**src/rtl/product_accumulator.sv**
```systemverilog
// Burst multiply-accumulate back end: sums a programmed-length stream of unsigned
// products into a wrapping accumulator with a sticky carry-out flag.
module product_accumulator #(
    parameter int unsigned DATA_W = 8,
    parameter int unsigned ACC_W  = 16,
    parameter int unsigned LEN_W  = 4
) (
    input  logic              clk,
    input  logic              rst_n,
    input  logic              start,
    input  logic [LEN_W-1:0]  len,
    input  logic              in_valid,
    input  logic [DATA_W-1:0] in_data,
    output logic              in_ready,
    output logic              out_valid,
    input  logic              out_ready,
    output logic [ACC_W-1:0]  out_sum,
    output logic              out_ovf,
    output logic              busy
);

    // One extra bit so a zero length field can encode the full 2**LEN_W burst
    localparam int unsigned CNT_W = LEN_W + 1;
    localparam int unsigned SUM_W = ACC_W + 1;

    typedef enum logic [1:0] {
        IDLE  = 2'd0,
        ACCUM = 2'd1,
        DONE  = 2'd2
    } state_t;

    state_t             state;
    state_t             state_nxt;
    logic [ACC_W-1:0]   acc;
    logic [ACC_W-1:0]   acc_nxt;
    logic               ovf;
    logic               ovf_nxt;
    logic [CNT_W-1:0]   count;
    logic [CNT_W-1:0]   count_nxt;
    logic [SUM_W-1:0]   sum_ext;
    logic               beat;
    logic               finish;

    // State register
    always_ff @(posedge clk or negedge rst_n) begin
        if (!rst_n) begin
            state <= IDLE;
        end else begin
            state <= state_nxt;
        end
    end

    // Next-state and datapath update
    always_comb begin
        state_nxt = state;
        acc_nxt   = acc;
        ovf_nxt   = ovf;
        count_nxt = count;
        beat      = 1'b0;
        finish    = 1'b0;
        sum_ext   = {1'b0, acc} + SUM_W'(in_data);

        case (state)
            IDLE: begin
                if (start) begin
                    count_nxt = (len == '0) ? (CNT_W'(1) << LEN_W) : CNT_W'(len);
                    acc_nxt   = '0;
                    ovf_nxt   = 1'b0;
                    state_nxt = ACCUM;
                end
            end
            ACCUM: begin
                beat = in_valid && in_ready;
                if (beat) begin
                    acc_nxt   = sum_ext[ACC_W-1:0];
                    ovf_nxt   = ovf | sum_ext[ACC_W];
                    count_nxt = count - CNT_W'(1);
                    if (count == CNT_W'(1)) begin
                        finish    = 1'b1;
                        state_nxt = DONE;
                    end
                end
            end
            DONE: begin
                if (out_valid && out_ready) begin
                    state_nxt = IDLE;
                end
            end
            default: begin
                state_nxt = IDLE;
            end
        endcase
    end

    // Datapath registers and registered handshake outputs
    always_ff @(posedge clk or negedge rst_n) begin
        if (!rst_n) begin
            acc       <= '0;
            ovf       <= 1'b0;
            count     <= '0;
            in_ready  <= 1'b0;
            out_valid <= 1'b0;
            busy      <= 1'b0;
            out_sum   <= '0;
            out_ovf   <= 1'b0;
        end else begin
            acc       <= acc_nxt;
            ovf       <= ovf_nxt;
            count     <= count_nxt;
            in_ready  <= (state_nxt == ACCUM);
            out_valid <= (state_nxt == DONE);
            busy      <= (state_nxt != IDLE);
            // Result registers hold the last burst until the next one completes
            if (finish) begin
                out_sum <= acc_nxt;
                out_ovf <= ovf_nxt;
            end
        end
    end

endmodule

```
**config.mk**
```make
export PLATFORM = sky130hd
export DESIGN_NAME = product_accumulator
export DESIGN_NICKNAME = d
export VERILOG_FILES = /design/src/rtl/product_accumulator.sv
export SDC_FILE = /design/constraint.sdc
export NUM_CORES = 1
export LEC_CHECK = 0
export CORE_MARGIN = 5
export CORE_UTILIZATION = 35
export DETAILED_ROUTE_END_ITERATION = 10
export GPL_ROUTABILITY_DRIVEN = 0
export PLACE_DENSITY = 0.67
export SLEW_MARGIN = 40
export SYNTH_ARGS = -nofsm -noshare
export SYNTH_HDL_FRONTEND = slang
export SYNTH_SLANG_ARGS = --single-unit
```
**constraint.sdc**
```tcl
create_clock -name clk -period 4.6 [get_ports clk]
set_input_delay 0.46 -clock clk [delete_from_list [all_inputs] [get_ports clk]]
set_output_delay 0.46 -clock clk [all_outputs]
set_load 0.05 [all_outputs]
```
# == Yosys cells after proc, flatten, opt, wreduce, memory -nomap -nowiden ==
# Cells that the tools add are included.
# classes
n_div,0
reduce_logical,7
eq_ne,7
shifts,0
bitwise_logic,1
n_addsub,2
mux,18
multipliers,0
order_cmp,0
# ops
cell,count
$mux 16,2
$pmux 16 s2,1
$add 16x8->17,1
$mux 5,3
$pmux 5 s2,1
$mux 2,4
$pmux 2 s3,1
$eq 5x1->1 const B,1
$mux 1,5
$sub 5x1->5 const B,1
$eq 2x1->1 const B,2
$eq 2x2->1 const B,2
$logic_not 4->1,1
$ne 2x2->1 const B,2
$reduce_bool 2->1,2
$reduce_and 3->1,1
$logic_and 1x1->1,2
$logic_not 2->1,1
$pmux 1 s2,1
$or 1x1->1,1
# totals
memories,0
ff_bits,44
rom_bits,0
word_cells,44
input_bits,17
latch_bits,0
ram_bits,0

# == Depth between registers and ports, before layout ==
# logic_depth
depth_word,5
ltp_mapped,8
depth_no_buf,8

# == Worst setup path before layout ==
# Ideal clock, no wire load.
# synth_path
path_type,in2reg
from,input in_data[0]
to,register out_sum[10]
path_slack_ns,2.131
arrival_ns,2.344
cell_stages,8
path_buffers,0
required_time_ns,4.475
setup_time_ns,0.125
cell_sequence,ha_1 -> inv_1 -> fa_1 -> nand2b_1 -> a211oi_1 -> o2111ai_1 -> a32o_1 -> mux2_2
# synth_between
elab_chain_len,3
# synth_lines
element,line,text
from (decl),13,"input logic [DATA_W-1:0] in_data,"
$add 16x8->17,61,"sum_ext = {1'b0, acc} + SUM_W'(in_data);"
$mux 16,74,if (beat) begin
$pmux 16 s2,63,case (state)
to (signal assigned),115,out_sum <= acc_nxt;
to (decl),17,"output logic [ACC_W-1:0] out_sum,"
# No other way between the ends.
# A chain may end at the register's enable or synchronous reset.

# == Final worst setup path ==
# Same ends and word-level chain as after synthesis.

==> metrics.txt <==
dpl hpwl=slightly below 4000 µm; Vias/cell=5.28; Num CTS Buffers=5; IR Drop Worst-Case VDD=a little over 0.2 mV; grt ovf=0; final WL=approximately 5100 µm; Worst-path clk slew=around 100 ps; Synth area leader=dfrtp_1; mapped cell area=0.00236 mm²; Setup violations, final=0; number of global-route vias before repair=~1.8k; First-pass DRT Iterations=4; Fmax=340 MHz; outcome=finished clean; kind of critical path=input pin to register; CP Data Required Time=roughly 4800 ps; largest cells by area after synthesis=dfrtp_1 (47%), nand2_1 (5.4%), ha_1 (5.3%); post-synthesis sequential area ratio=a little under half; hold_buf cts=0; Detail Route Antenna Nets=0; CTS HTree Levels=2; Tightest Pin Transition=roughly 680 ps; die area=roughly 0.0085 mm²; clock root cell=clkbuf_8; Yosys warnings=0; Period minus WS final=between 2000 and 3000 ps; die height=roughly 92 µm; vias=between 1.5k and 2k; Worst Reg-to-Reg Cells=8; Synth top cells by count=dfrtp_1 (44), nand2_1 (34), o21ai_0 (19), a21oi_1 (12), nor2_1 (12); Lkg Pwr=1.23 nW; Starting Density=between 30% and 40%; Die X=92.0 µm; Sink Count=44; Post-synth top flop=dfrtp_1; n_diodes=0; initial antenna violation count=0; clock skew=roughly 11 ps; top-count cell post-synth=dfrtp_1; Max Cap Viol=0; final hold vios=0; synth unique cells=46; standard-cell rows=30; Pwr Density=661 mW/mm²; setup_tns=0 ps; worst-path maximum fanout=6; clock latency on the worst-skew pair=a little over 300 ps; slowest stage cell, crit path=a211oi_1; CTS max path bufs=2; CP Depth=9; worst path cell trace=clkdlybuf4s50_1, ha_1, inv_1, fa_1, nand2b_1, a211oi_1, o2111ai_1, a32o_1, mux2_2; WL/cell=14.5 µm; First DRT Iteration DRCs=about 130; share of cells above drive strength 1=6.55%; GRT Overall Usage=roughly an eighth; core area=around 0.0067 mm²; Worst path max stage delay=~580 ps; total nets after synthesis=269; Power, Total=1.88 mW; RSZ-0062 raised after global routing=false; global-route wire length before repair=8870 µm; Yosys reg bits=between 40 and 50; largest net degree at the start of global routing=45; synthesis-to-layout area growth=20.7%; PortBufs=36; crit path launch type=input pin; drt drc=0; Final Cycle Share=between 60% and 70%; Syn Inst Count=about 240; area share of the largest cell type after synthesis=46.7%; Nets=a little over 300; crit end category=register; Crit path max-delay family=compound AO/OA/AOI/OAI gates; Ports=37; slew margin rel.=54.2%; Bufs and invs on worst path=2; post-cts gate resize count=0; async set or reset register ratio after synthesis=100%; EDFF count, synth=0; number of post-CTS setup repair buffers=0; CTS tree=done; fin. max-slew vios=0; WP data arrival=approximately 3100 ps; syn avg cell area=~9.8 µm²; Worst Hold Class=input pin to asynchronous set/reset pin
-- where the power goes --
| part | switching (mW) | internal [mW] |
|---|---|---|
| logic | 0.622 | 0.375 |
| registers | 0.104 | 0.521 |
| clock network | 0.148 | 0.111 |
| total | 0.874 | 1.01 |
-- cell type report --
cell class / count / area (µm²)
clock inverters: 3 / 25.0
repair buffers: 36 / 358
flip-flops and latches: 44 / 1100
well taps: 80 / 100
fillers: 663 / 3840
clock buffers: 5 / 68.8
inverters: 9 / 33.8
multi-input cells: 178 / 1160
-- sequential cells by signal, indices dropped and copies added, names as in the netlist --
name       flops
busy           1
out_valid      1
count          5
in_ready       1
ovf            1
out_ovf        1
out_sum       16
state          2
acc           16
-- path summary, 6_finish.rpt --
kind                       slack [ps]   startpoint     endpoint
setup / recovery                 1660   in_data[0]  out_sum[10]
hold / removal                    140        rst_n   out_sum[6]
setup reg to reg                 1920       acc[0]  out_sum[10]
hold reg to reg                   480  out_sum[12]  out_sum[12]
max in group asynchronous        4090        rst_n         busy
min in group clk                  480  out_sum[12]  out_sum[12]
-- cell families (layout without fill, tap and decap cells) --
| family | count (synthesis) | count (layout) | synth area share, % |
|---|---|---|---|
| simple gates | 83 | 83 | 16.9 |
| compound gates | 65 | 65 | 17.9 |
| flops | 44 | 44 | 46.7 |
| buf+inv | 19 | 53 | 4.14 |
| fa+ha+maj | 11 | 11 | 6.16 |
| mux | 10 | 10 | 4.78 |
| xor+xnor | 9 | 9 | 3.35 |
-- per-stage QoR --
stage                     util (%)  hold WS (ps)  instance area [µm²]  std cells  setup WS, ps
after global routing          42.6           176                 2840        355          1480
after global placement        41.1           461                 2750        347          1430
after floorplan                  -           164                 2360        241          2130
final                         42.6           137                 2840        355          1660
after detailed placement      41.2           470                 2750        347          1330
after CTS                     42.6           157                 2840        355          1640
-- cells in the final DEF (no fill, tap or decap), types with 3 or more instances in the layout --
master and instances:
nor2_1 12, ha_1 10, o21ai_0 19, nor3_1 5, clkbuf_8 5, a21oi_1 12, a211oi_1 3, xnor2_1 5
clkdlybuf4s50_1 35, mux2_2 6, a22o_1 4, a31oi_1 3, dfrtp_1 44, xor2_1 4, o211ai_1 6, nand2_1 34
inv_1 9, mux2i_1 3, a32o_1 3, nand2b_1 5, and3_1 3, or3_1 5, nand3_1 10
-- metal layers --
metal	track usage [%]	share of wire, %	vias to the layer above	wire [µm]
li1	-	-	939	-
met5	0	0	-	0
met2	22.0	49	39	2520
met1	16.2	46	893	2360
met3	3.12	4.7	2	244
met4	4.08	0.25	0	13
No activity file was read; power rests on OpenSTA's default activity.
